<file path="src/rtl/ddr_ctrl_csr_gen.sv">
// DDR control-domain CSR file: double-buffered config, sampled status, sticky events.
// Optional CTRL.LOCK bit enabled by defining DDR_CTRL_CSR_LOCK_EN.
module ddr_ctrl_csr_gen #(
  parameter int AWIDTH = 32,
  parameter int DWIDTH = 32,
  parameter int NUM_CFG = 4,
  parameter int NUM_STA = 2,
  parameter logic [NUM_CFG*DWIDTH-1:0] CFG_POR = '0,
  parameter logic [DWIDTH-1:0] EVT_EN_POR = '0
) (
  input  logic                      i_hclk,
  input  logic                      i_hreset,
  input  logic                      i_write,
  input  logic                      i_read,
  input  logic [AWIDTH-1:0]         i_addr,
  input  logic [DWIDTH-1:0]         i_wdata,
  input  logic [DWIDTH/8-1:0]       i_wstrb,
  output logic [DWIDTH-1:0]         o_rdata,
  output logic                      o_error,
  output logic                      o_ready,
  input  logic                      i_update,
  output logic [NUM_CFG*DWIDTH-1:0] o_cfg,
  input  logic [NUM_STA*DWIDTH-1:0] i_sta,
  input  logic [DWIDTH-1:0]         i_evt,
  output logic                      o_irq
);

  localparam int SW = DWIDTH / 8;
  localparam int WW = AWIDTH - 2;

  typedef logic [WW-1:0] widx_t;

  localparam widx_t CFG_END = widx_t'(NUM_CFG);
  localparam widx_t EVT_A   = widx_t'(NUM_CFG + NUM_STA);
  localparam widx_t EN_A    = widx_t'(NUM_CFG + NUM_STA + 1);
  localparam widx_t CTL_A   = widx_t'(NUM_CFG + NUM_STA + 2);
  localparam widx_t MAP_END = widx_t'(NUM_CFG + NUM_STA + 3);

  logic [DWIDTH-1:0] shadow_q [NUM_CFG];
  logic [DWIDTH-1:0] shadow_d [NUM_CFG];
  logic [DWIDTH-1:0] active_q [NUM_CFG];
  logic [DWIDTH-1:0] active_d [NUM_CFG];
  logic [DWIDTH-1:0] sta_q [NUM_STA];
  logic [DWIDTH-1:0] sta_d [NUM_STA];
  logic [DWIDTH-1:0] evt_q, evt_d;
  logic [DWIDTH-1:0] evt_en_q, evt_en_d;
  logic              irq_q, irq_d;
  logic              locked;

  widx_t             w;
  logic              acc, mis, mapped;
  logic              hit_cfg, hit_sta, hit_evt, hit_en, hit_ctl;
  logic              upd_bit, lock_err, err, we;
  logic [DWIDTH-1:0] bmask;

  // Address decode, byte-lane mask and access error
  always_comb begin
    w        = i_addr[AWIDTH-1:2];
    acc      = i_read | i_write;
    mis      = i_addr[1:0] != 2'b00;
    mapped   = w < MAP_END;
    hit_cfg  = w < CFG_END;
    hit_sta  = (w >= CFG_END) && (w < EVT_A);
    hit_evt  = w == EVT_A;
    hit_en   = w == EN_A;
    hit_ctl  = w == CTL_A;
    upd_bit  = i_wdata[0] & i_wstrb[0];
    bmask    = '0;
    for (int b = 0; b < SW; b++) begin
      bmask[b*8 +: 8] = {8{i_wstrb[b]}};
    end
    lock_err = locked & i_write
             & (hit_cfg | hit_en | (hit_ctl & upd_bit));
    err      = acc & (~mapped | mis
             | (i_write & hit_sta) | lock_err);
    we       = i_write & ~err;
  end

  // Combinational read mux; zero when idle or errored
  always_comb begin
    o_rdata = '0;
    if (i_read && !err) begin
      for (int k = 0; k < NUM_CFG; k++) begin
        if (w == widx_t'(k)) o_rdata = shadow_q[k];
      end
      for (int s = 0; s < NUM_STA; s++) begin
        if (w == widx_t'(NUM_CFG + s)) o_rdata = sta_q[s];
      end
      if (hit_evt) o_rdata = evt_q;
      if (hit_en)  o_rdata = evt_en_q;
      if (hit_ctl) o_rdata[1] = locked;
    end
  end

  // Next-state for config, status, events and interrupt
  always_comb begin
    logic [DWIDTH-1:0] clr;
    logic              upd;
    clr      = '0;
    upd      = i_update;
    evt_en_d = evt_en_q;
    for (int k = 0; k < NUM_CFG; k++) begin
      shadow_d[k] = shadow_q[k];
      active_d[k] = active_q[k];
    end
    if (we) begin
      for (int k = 0; k < NUM_CFG; k++) begin
        if (w == widx_t'(k)) begin
          shadow_d[k] = (shadow_q[k] & ~bmask) | (i_wdata & bmask);
        end
      end
      if (hit_evt) clr = i_wdata & bmask;
      if (hit_en)  evt_en_d = (evt_en_q & ~bmask) | (i_wdata & bmask);
      if (hit_ctl && upd_bit) upd = 1'b1;
    end
    if (upd) begin
      for (int k = 0; k < NUM_CFG; k++) active_d[k] = shadow_q[k];
    end
    for (int s = 0; s < NUM_STA; s++) begin
      sta_d[s] = i_sta[s*DWIDTH +: DWIDTH];
    end
    evt_d = (evt_q & ~clr) | i_evt;
    irq_d = |(evt_q & evt_en_q);
  end

  // Register state
  always_ff @(posedge i_hclk or posedge i_hreset) begin
    if (i_hreset) begin
      for (int k = 0; k < NUM_CFG; k++) begin
        shadow_q[k] <= CFG_POR[k*DWIDTH +: DWIDTH];
        active_q[k] <= CFG_POR[k*DWIDTH +: DWIDTH];
      end
      for (int s = 0; s < NUM_STA; s++) sta_q[s] <= '0;
      evt_q    <= '0;
      evt_en_q <= EVT_EN_POR;
      irq_q    <= 1'b0;
    end else begin
      for (int k = 0; k < NUM_CFG; k++) begin
        shadow_q[k] <= shadow_d[k];
        active_q[k] <= active_d[k];
      end
      for (int s = 0; s < NUM_STA; s++) sta_q[s] <= sta_d[s];
      evt_q    <= evt_d;
      evt_en_q <= evt_en_d;
      irq_q    <= irq_d;
    end
  end

`ifdef DDR_CTRL_CSR_LOCK_EN
  logic lock_q, lock_d;

  // Sticky lock, set by CTRL bit1
  always_comb begin
    lock_d = lock_q | (we & hit_ctl & i_wdata[1] & i_wstrb[0]);
  end

  // Lock register
  always_ff @(posedge i_hclk or posedge i_hreset) begin
    if (i_hreset) lock_q <= 1'b0;
    else          lock_q <= lock_d;
  end

  assign locked = lock_q;
`else
  assign locked = 1'b0;
`endif

  // Active config packing
  always_comb begin
    o_cfg = '0;
    for (int k = 0; k < NUM_CFG; k++) begin
      o_cfg[k*DWIDTH +: DWIDTH] = active_q[k];
    end
  end

  assign o_error = err;
  assign o_ready = 1'b1;
  assign o_irq   = irq_q;

endmodule
</file>
<file path="config.mk">
export PLATFORM = sky130hd
export DESIGN_NAME = ddr_ctrl_csr_gen
export DESIGN_NICKNAME = d
export VERILOG_FILES = /design/src/rtl/ddr_ctrl_csr_gen.sv
export SDC_FILE = /design/constraint.sdc
export NUM_CORES = 1
export LEC_CHECK = 0
export BUFFER_PORTS_ARGS = -buffer_cell sky130_fd_sc_hd__clkbuf_2
export CAP_MARGIN = 0
export CELL_PAD_IN_SITES_DETAIL_PLACEMENT = 1
export CELL_PAD_IN_SITES_GLOBAL_PLACEMENT = 2
export CORE_MARGIN = 2
export CORE_UTILIZATION = 42
export CTS_BUF_LIST = sky130_fd_sc_hd__clkbuf_8
export DETAILED_ROUTE_END_ITERATION = 12
export PLACE_DENSITY = 0.95
export SETUP_SLACK_MARGIN = 0.15
export SYNTH_ARGS = -nofsm -noshare
export SYNTH_HDL_FRONTEND = slang
export SYNTH_SLANG_ARGS = --single-unit
</file>
<file path="constraint.sdc">
create_clock -name i_hclk -period 33.8 [get_ports i_hclk]
set_clock_uncertainty 0.15 [all_clocks]
set_input_delay 6.76 -clock i_hclk [delete_from_list [all_inputs] [get_ports i_hclk]]
set_output_delay 6.76 -clock i_hclk [all_outputs]
set_load 0.1 [all_outputs]
</file>
Word level (Yosys, flattened, before mapping)
Cells that the tools add are included.

Order comparisons: 3. Bitwise operators: 25. Mux-type cells: 14. Reduce and logical (&&, ||, !) cells: 12. Eq/ne operators: 8.

Operators with widths (count): 2-to-1 mux 32 bit (11); bitwise AND 32 bit (8); OR 32 bit (6); == test 30 x 3 -> 1 bit, second input constant (4); inverter 32 bit (2); == test 30 x 2 -> 1 bit, second input constant (2); OR reduction 32 bit (1); == test 30 x 1 -> 1 bit, second input constant (1); == test 30 x 4 -> 1 bit, second input constant (1); greater-or-equal comparator 30 x 3 -> 1 bit, second input constant (1); zero test 30 bit (1); < comparator 30 x 3 -> 1 bit, second input constant (1); < comparator 30 x 4 -> 1 bit, second input constant (1); AND reduction 2 bit (5); bitwise AND 1 bit (4); logical AND 1 bit (3); 2-to-1 mux 1 bit (3); OR 1 bit (3); inverter 1 bit (2); nonzero test 2 bit (1); zero test 1 bit (1).

Output and inout port bits: 163. Register bits after elaboration: 385. Bits of input ports: 169.

Depth between registers and ports, before layout
Gate-level depths: netlist of the first run.

Depth in word-level cells: 11. Gate-level depth with buffers: 8. Mapped depth without buffers: 4.

Worst setup path after synthesis of the first run
No wires, ideal clock.

Kind: in2out. From: input port i_addr[2]. To: output port o_rdata[8]. Cell stages on the path: 6. Arrival: 12488 ps. Path slack: 14402 ps. Cell sequence: buf_2 -> buf_2 -> buf_2 -> clkbuf_1 -> o21ai_0 -> a2111oi_0.

Longest elaborated chain between the ends: 10. Elaborated cells between the ends (all ways): 28. Those cells by class: 3 x order compare; 7 x eq/ne; 9 x mux; 5 x bitwise; 4 x reduce/logical.

RTL lines: start, declared (line 15) `input logic [AWIDTH-1:0] i_addr,`; branches (longest 9 deep; another with greater-or-equal comparator 30 x 3 -> 1 bit); 2-to-1 mux 32 bit (*) (line 82) `if (i_read && !err) begin`; end, declared (line 18) `output logic [DWIDTH-1:0] o_rdata,`.

Every way passes the cells marked *.

Worst setup path in the final report of the first run
From: input port i_addr[2]. To: output port o_rdata[14].

The elaborated chain is that of the path after synthesis.

==> results.toml, run 1 <==
[outcome]
status = "finished clean"

[placement]
placed_area_mm2 = 0.0191
portBuffers = 330
dpl.hpwl_mm = 40.8
dp_cells = 2048
gp_congestion = 0.840

[worst_setup_path]
max_stage_delay_ns = 0.66
crit_fanout = 46
setup.worst_path.end_class = "output pin"
r2r_start = "evt_q[3]"
path_common_cell = "buf_4"
arrival_ns = 10.09
crit_family = "buffers and inverters"
startpoint_type = "primary input"
cp_cell_sequence = "buf_4 > buf_4 > and3b_1 > buf_4 > a21oi_1 > or2_2 > a211oi_1 > clkbuf_2"
path_buf_inv = 4
critPathLaunch = "i_addr[2]"
path_class = "primary input to output pin"
critical_path_required_ns = 26.89
r2r_slack_ns = 32.04
slowest_stage = "buf_4"

[die]
pin_count = 332
dieArea_mm2 = 0.0418
row_count = 73
die_w_um = 204
start_util = 0.425
core_area_mm2 = 0.0397
die_y_um = 204

[layout]
layout-drive-gt1-share = 0.499
multi_input_comb_area_mm2 = 0.00691
seq_area_mm2 = 0.00963
num-fill-cells = 4106
finalNonFillerCells = 2163
nNetsFinal = 1760
syn2layout_area_growth_pct = 21.0
postLayoutCellArea_mm2 = 0.0204

[clock_tree]
numCtsBuffers = 66
cts-root-buf = "clkbuf_8"
htreeDepth = 3
insertion_delay_ns = 0.64
clock_path_buffers = 3
cts_setup_buffers = 0
postCtsResizedCells = 0
cts_sinks = 385
cts-hold-fix-buffers = 0
clkTransAtPathRegs_ns = 0.06
cts_tree = "built"

[global_route]
grt_max_degree = 107
grt_pass1_wl_mm = 88.4
antenna_found_initial = 6
track_usage = 0.285
grt_pass1_vias = 13900
grt_overflow = 0

[power_and_ir_drop]
pwr-share-seq = 0.482
combPwrFrac = 0.062
peakVddDrop_uv = 36.5
p_switching_uw = 242
p_per_area_mw_per_mm2 = 47.4
power_uw = 969
p_leak_nw = 10.1
p_clk_frac = 0.456
internal_power_uw = 727
swShare = 0.250

[detailed_routing]
drc = 0
ant_nets = 0
vias_per_cell = 5.92
routed-via-count = 12800
drt_iter0_drc = 1081
avgRoutedWirePerCell_um = 27.3
drt_pre_antenna_iters = 5
wl_mm = 59.0

[synthesis]
ys_seq_elements = 385
synth_fp_nets = 1417
synth_cells = 1248
syn-cell-area_mm2 = 0.0169
async_flop_share = 1.00
synthTopCellsByArea = "dfrtp_1, mux2_2, o32a_1"
syn_area_per_cell_um2 = 13.5
synthTopCellsByCount = "dfrtp_1, mux2_2, a21oi_1"
ys_warn_count = 0
synth_top_area_cell = "dfrtp_1"
synthMostInstantiatedCell = "dfrtp_1"
synthDistinctLibCells = 60
synthAdderAreaFrac = 0
synth_edf_count = 0
synth_xor_area_frac = 0
synth_top_area_frac = 0.571
yosys.area_share.simple = 0.0818
synth_top_family_by_area = "multiplexers"
synth-main-ff-cell = "dfrtp_1"
synth_compound_area_frac = 0.107
ys_seq_area_frac = 0.571
synthMuxAreaShare = 0.218

[hold_path]
hold_path.startpoint = "o_cfg[2]"
hold_class = "register to register"

[sta]
hold_viol_final = 0
tns_ns = 0
fmax_mhz = 58.8
worst_pin_slew_ns = 1.14
setup_viol = 0
layout_min_cycle_time_ns = 17.00
fin_crit_sh = 0.503
slew_violations = 0
slew_headroom = 0.235
rsz0062_at_grt = "no"

[run]
cap_violations = 0
cell usage in the layout, fill, tap and decap left out, drive strengths merged, types with 7 or more instances in the layout:
master	n
mux2	318
a211oi	23
nand4	11
o211a	7
inv	19
nand2b	35
o2bb2ai	29
nand3	9
nor2	35
clkbuf	414
nor3	44
or2	22
buf	25
dfrtp	385
o32a	33
nor4	11
a22oi	23
o22ai	29
nand2	17
a21oi	57
a221oi	21
or3	7
worst paths after layout:
path / end / cells past startpoint
max reg2reg: o_irq / 3
min reg2reg: o_cfg[2] / 1
max: o_rdata[14] / 8
max in group asynchronous: async pin / 3
min in group asynchronous: o_cfg[104] / 2
min: o_cfg[2] / 1
worst register-to-register path: stages (launching register included):
cell     delay, ns
dfrtp_1       0.42
a22oi_1       0.42
nand4_1       0.14
or4_1         0.52
cell type report:
cell class / count / area share
inverters: 5 / 0.00129
flip-flops and latches: 385 / 0.472
repair buffers: 353 / 0.0894
clock inverters: 25 / 0.00870
well taps: 525 / 0.0322
multi-input cells: 780 / 0.338
clock buffers: 86 / 0.0579
diodes: 4 / 0.000490
cell families (layout without fill, tap and decap cells):
group / Yosys count / in the layout
other: 1 / 5
AOI/OAI and AO/OA: 242 / 242
DFF: 385 / 385
muxes: 323 / 323
and+or+nand+nor: 214 / 214
buffers and inverters: 83 / 469
stage by stage:
| stage | util | setup WS [ns] | hold slack [ns] |
|---|---|---|---|
| 6_report | 0.514 | 16.80 | 0.355 |
| 5_1_grt | 0.514 | 16.68 | 0.373 |
| 4_1_cts | 0.514 | 16.82 | 0.361 |
| 3_5_place_dp | 0.480 | 16.83 | 0.349 |
| 3_3_place_gp | 0.480 | 16.92 | 0.337 |
| 2_1_floorplan | - | 14.40 | 0.319 |
layer usage:
metal,vias to the layer above,track usage,part of all wire
met5,-,0,0.00042
met4,4,0.125,0.036
met3,134,0.0545,0.066
met1,6672,0.378,0.42
met2,582,0.456,0.48
li1,5418,-,-
power groups by stage:
stage               logic, mW  clock network [mW]  registers, mW
global placement       0.0584                   0          0.475
CTS                    0.0604               0.449          0.467
finish                 0.0603               0.442          0.467
floorplan              0.0318                   0          0.474
global route           0.0651               0.469          0.467
detailed placement     0.0599                   0          0.475
Note: power is estimated with default switching activity, not from simulation.
==> inputs of run 2 (changes only) <==
- CORE_UTILIZATION: 42 -> 35
- PLACE_DENSITY: 0.95 -> 0.85
- clock period: 33.8 -> 14.55 ns (I/O delays scaled with it)
==> run 2 against run 1 <==
Cell count grew 4.0%; sequential cell count is the same; setup slack lost 12 ns; largest power group unchanged; sequential power increased by 130%; utilization is 8.1 points lower; clock-buffer cell count is 3 higher.
==> results.toml, run 2 (synthesis gave the netlist of run 1 again) <==
[outcome]
status = "finished clean"

[hold_path]
hold_class = "register to register"
whs_path_depth = 1

[worst_setup_path]
crit_fanout = 18
arrival_ns = 6.45
critical_path_required_ns = 11.49
worstRegToRegCells = 3
path_class = "primary input to output pin"
startpoint_type = "primary input"
setup.worst_path.end_class = "output pin"

[clock_tree]
cts_setup_buffers = 0
cts_sinks = 385
htreeDepth = 3
cts-hold-fix-buffers = 0
clkTransAtPathRegs_ns = 0.06
postCtsResizedCells = 0
insertion_delay_ns = 0.63
numCtsBuffers = 68
cts_tree = "built"
cts-root-buf = "clkbuf_8"
clock_path_buffers = 3

[placement]
gp_congestion = 0.803
portBuffers = 330
dpl.hpwl_mm = 41.0
post-place-ws_ns = 5.05

[sta]
hold_viol_final = 0
rsz0062_at_grt = "no"
layout_min_cycle_time_ns = 9.51
slew_headroom = 0.212
setup_slack_ns = 5.04
slew_violations = 0
fin_crit_sh = 0.654
fmax_mhz = 105
tns_ns = 0
worst_pin_slew_ns = 1.18
setup_viol = 0

[die]
die_w_um = 224
start_util = 0.354
die_y_um = 224
pin_count = 332
core_area_mm2 = 0.0476
dieArea_mm2 = 0.0500
row_count = 80

[detailed_routing]
drt_pre_antenna_iters = 7
ant_nets = 0
drt_iter0_drc = 939
drc = 0
vias_per_cell = 5.53
avgRoutedWirePerCell_um = 26.0
wl_mm = 58.5
routed-via-count = 12400

[global_route]
antenna_found_initial = 0
grt_pass1_vias = 13500
grt_pass1_wl_mm = 87.6
grt_max_degree = 163
grt_overflow = 0
track_usage = 0.234

[layout]
layout-drive-gt1-share = 0.502
num-fill-cells = 5059
syn2layout_area_growth_pct = 22.2
layout_common_cells = "dfrtp_1, clkbuf_2, mux2_2"
final_common_cell = "dfrtp_1"
nNetsFinal = 1759
antennaDiodeCount = 0

[power_and_ir_drop]
power_mw = 2.31
p_per_area_mw_per_mm2 = 112
peakVddDrop_uv = 55.5
p_leak_nw = 10.1

[run]
cap_violations = 0
[run 2: cell types whose count changed in the layout (fill, tap and decap cells not counted), sizes merged]
cell	before	now
clkbuf	414	417
diode	4	0
inv	19	18
buf	25	22
clkinv	4	8
bufinv	2	4
clkinvlp	5	1
[run 2: layout make-up]
cell class	instances	area (um^2)	area share
clock inverter	26	229	0.0111
clock buffer	89	1220	0.0594
timing repair buffer	350	1820	0.0881
sequential	385	9630	0.467
multi-input combinational	780	6920	0.336
tap	615	769	0.0373
inverter	5	26.3	0.00127
[run 2: where the power goes]
| group | switching [mW] | internal (mW) |
|---|---|---|
| Sequential | 0.00392 | 1.08 |
| Combinational | 0.0946 | 0.0439 |
| Clock | 0.466 | 0.618 |
[run 2: metal layers]
metal / GRT usage / up-vias / share of wire
met2: 0.376 / 408 / 0.47
met4: 0.0796 / 0 / 0.025
met1: 0.319 / 6541 / 0.45
met3: 0.0463 / 89 / 0.051
li1: - / 5400 / -
met5: 0 / - / 0
[run 2: through the flow]
step	hold slack, ns	std cells	util	instance area, um^2
after floorplan	0.319	1248	-	16900
after global placement	0.342	2135	0.402	19200
after detailed placement	0.345	2135	0.402	19200
after CTS	0.361	2250	0.433	20600
after global routing	0.376	2250	0.433	20600
final	0.356	2250	0.433	20600
[run 2: final timing paths]
kind	from	slack [ns]	to
setup / recovery	i_addr[19]	5.04	o_rdata[8]
hold reg to reg	o_cfg[31]	0.36	o_cfg[31]
max in group asynchronous	i_hreset	9.46	async pin
setup reg to reg	evt_q[3]	12.75	o_irq
hold / removal	o_cfg[31]	0.36	o_cfg[31]
min in group asynchronous	i_hreset	2.33	o_cfg[42]
[run 2: worst max-delay path: stages]
cell and delay, ns:
clkbuf_2 0.09, nor4_1 0.43, and3_1 0.63, o2111ai_4 0.55, buf_4 0.41, a2111oi_0 0.82, clkbuf_2 0.59
==> inputs of run 3 (changes only) <==
- ABC_AREA: default -> 1
- CORE_UTILIZATION: 35 -> 30
- clock period: 14.55 -> 7.7 ns (I/O delays scaled with it)
==> run 3 against run 2 <==
Final area up 0.99%; die area up 18%; worst hold slack got worse by 0.036 ns; setup slack got worse by 3.7 ns.
==> results.toml, run 3 <==
[worst_setup_path]
max_stage_delay_ns = 0.98
crit_family = "simple AND/OR/NAND/NOR gates"
cp_cell_sequence = "clkbuf_2 > nor2_1 > inv_1 > nor2_1 > nand3_1 > buf_4 > nor2_2 > buf_4 > nand2_1 > nand3_1 > nand2_1 > a21oi_1 > clkbuf_2"
setup.worst_path.end_class = "output pin"
slowest_stage = "nor2_2"
r2r_slack_ns = 5.99
crit_fanout = 29
critical_path_required_ns = 6.01
startpoint_type = "primary input"
arrival_ns = 4.66
path_buf_inv = 5
path_class = "primary input to output pin"

[layout]
layout_common_cells = "nand2_1, dfrtp_1, clkbuf_2"
num-fill-cells = 6879
nNetsFinal = 2604
syn2layout_area_growth_pct = 21.4
final_common_cell = "nand2_1"
layout-drive-gt1-share = 0.191

[synthesis]
synth-main-ff-cell = "dfrtp_1"
synthDistinctLibCells = 28
async_flop_share = 1.00
syn_area_per_cell_um2 = 8.04
synthMostInstantiatedCell = "nand2_1"
ys_warn_count = 0
synth_cells = 2134
synthTopCellsByCount = "nand2_1, dfrtp_1, nand3_1"
synth_edf_count = 0
synth_fp_nets = 2303
synthTopCellsByArea = "dfrtp_1, nand2_1, nand3_1"
ys_seq_elements = 385
synth_top_area_cell = "dfrtp_1"
ys_seq_area_frac = 0.562
synth_top_area_frac = 0.562
syn-cell-area_mm2 = 0.0172

[global_route]
grt_max_degree = 189
grt_pass1_vias = 16500
grt_overflow = 0
antenna_found_initial = 4
grt_pass1_wl_mm = 104
track_usage = 0.230

[clock_tree]
cts_tree = "built"
cts-hold-fix-buffers = 0
cts-root-buf = "clkbuf_8"
insertion_delay_ns = 0.65
postCtsResizedCells = 0
cts_setup_buffers = 0
numCtsBuffers = 68
clkTransAtPathRegs_ns = 0.06
cts_sinks = 385
htreeDepth = 3
clock_path_buffers = 3

[power_and_ir_drop]
p_per_area_mw_per_mm2 = 210
p_leak_nw = 10.9
peakVddDrop_uv = 109
power_mw = 4.36

[die]
core_area_mm2 = 0.0565
start_util = 0.304
die_y_um = 243
row_count = 87
dieArea_mm2 = 0.0591
pin_count = 332
die_w_um = 243

[sta]
slew_violations = 0
rsz0062_at_grt = "no"
fmax_mhz = 158
layout_min_cycle_time_ns = 6.35
fin_crit_sh = 0.824
hold_viol_final = 0
worst_pin_slew_ns = 1.32
setup_viol = 0
slew_headroom = 0.121
tns_ns = 0

[detailed_routing]
ant_nets = 0
drt_pre_antenna_iters = 5
routed-via-count = 16100
avgRoutedWirePerCell_um = 21.1
wl_mm = 68.2
drc = 0
drt_iter0_drc = 1231
vias_per_cell = 4.96

[outcome]
status = "finished clean"

[placement]
gp_congestion = 0.918
dpl.hpwl_mm = 49.5
portBuffers = 330

[run]
cap_violations = 0

[hold_path]
hold_class = "register to register"
==> run 3: cell count changes after synthesis, sizes merged, moves of 23 or more <==
cell	change
nand3	+290
o32a	-33
o2bb2ai	-29
nand2	+716
mux2	-318
a211oi	-23
nand2b	-35
a22oi	-23
a21oi	+160
inv	+137
o21ai	+28
nor2	+109
clkbuf	+28
o22ai	-29
==> run 3: final timing paths <==
path / start / to / cells past startpoint
min: register / register / 2
max in group asynchronous: i_hreset / o_cfg[4] / 4
max: i_addr[5] / o_rdata[24] / 13
min in group asynchronous: i_hreset / o_cfg[36] / 2
min reg2reg: register / register / 2
max reg2reg: register / o_irq / 4
==> run 3: area by class of cell <==
| type | count | area, um^2 | area share |
|---|---|---|---|
| clock buffers | 86 | 1180 | 0.0568 |
| inverters | 144 | 544 | 0.0261 |
| flip-flops and latches | 385 | 9630 | 0.463 |
| diodes | 2 | 5.00 | 0.000240 |
| repair buffers | 354 | 1870 | 0.0899 |
| multi-input cells | 1482 | 6490 | 0.312 |
| well taps | 756 | 946 | 0.0454 |
| clock inverters | 31 | 148 | 0.00709 |
==> run 3: worst reg2reg max path: stages (launching register included) <==
cell,delay (ns)
dfrtp_1,0.42
a22o_1,0.25
a221oi_1,0.33
nand4_1,0.12
or2_2,0.31
==> run 3: per-layer routing <==
layer  share of wire  wire length, um  track usage
met1            0.48            32500        0.332
met2            0.44            30300        0.348
met3           0.055             3750       0.0426
met4           0.025             1700       0.0740
met5         0.00038               26            0
==> run 3: kinds of logic (layout without fill, tap and decap cells) <==
| group | after synthesis | count (layout) | synth area share |
|---|---|---|---|
| flip-flops | 385 | 385 | 0.562 |
| AND/OR/NAND/NOR | 1219 | 1219 | 0.296 |
| buffers and inverters | 267 | 615 | 0.0627 |
| other | 1 | 3 | 0.000219 |
| AO/OA/AOI/OAI | 262 | 262 | 0.0790 |
==> run 3: through the flow <==
stage	instance area, um^2	setup WS [ns]	instances	hold slack [ns]	util
after CTS	20800	1.35	3238	0.322	0.369
after global routing	20800	1.12	3240	0.342	0.369
after global placement	19500	1.40	3121	0.303	0.345
final	20800	1.35	3240	0.319	0.369
after detailed placement	19500	1.39	3121	0.309	0.345
after floorplan	17200	0.834	2134	0.292	-
==> run 3: where the power goes <==
| part | leakage (nW) | internal (mW) | switching, mW |
|---|---|---|---|
| logic | 5.22 | 0.0656 | 0.329 |
| registers | 4.98 | 2.06 | 0.0186 |
| clock network | 0.747 | 1.00 | 0.885 |
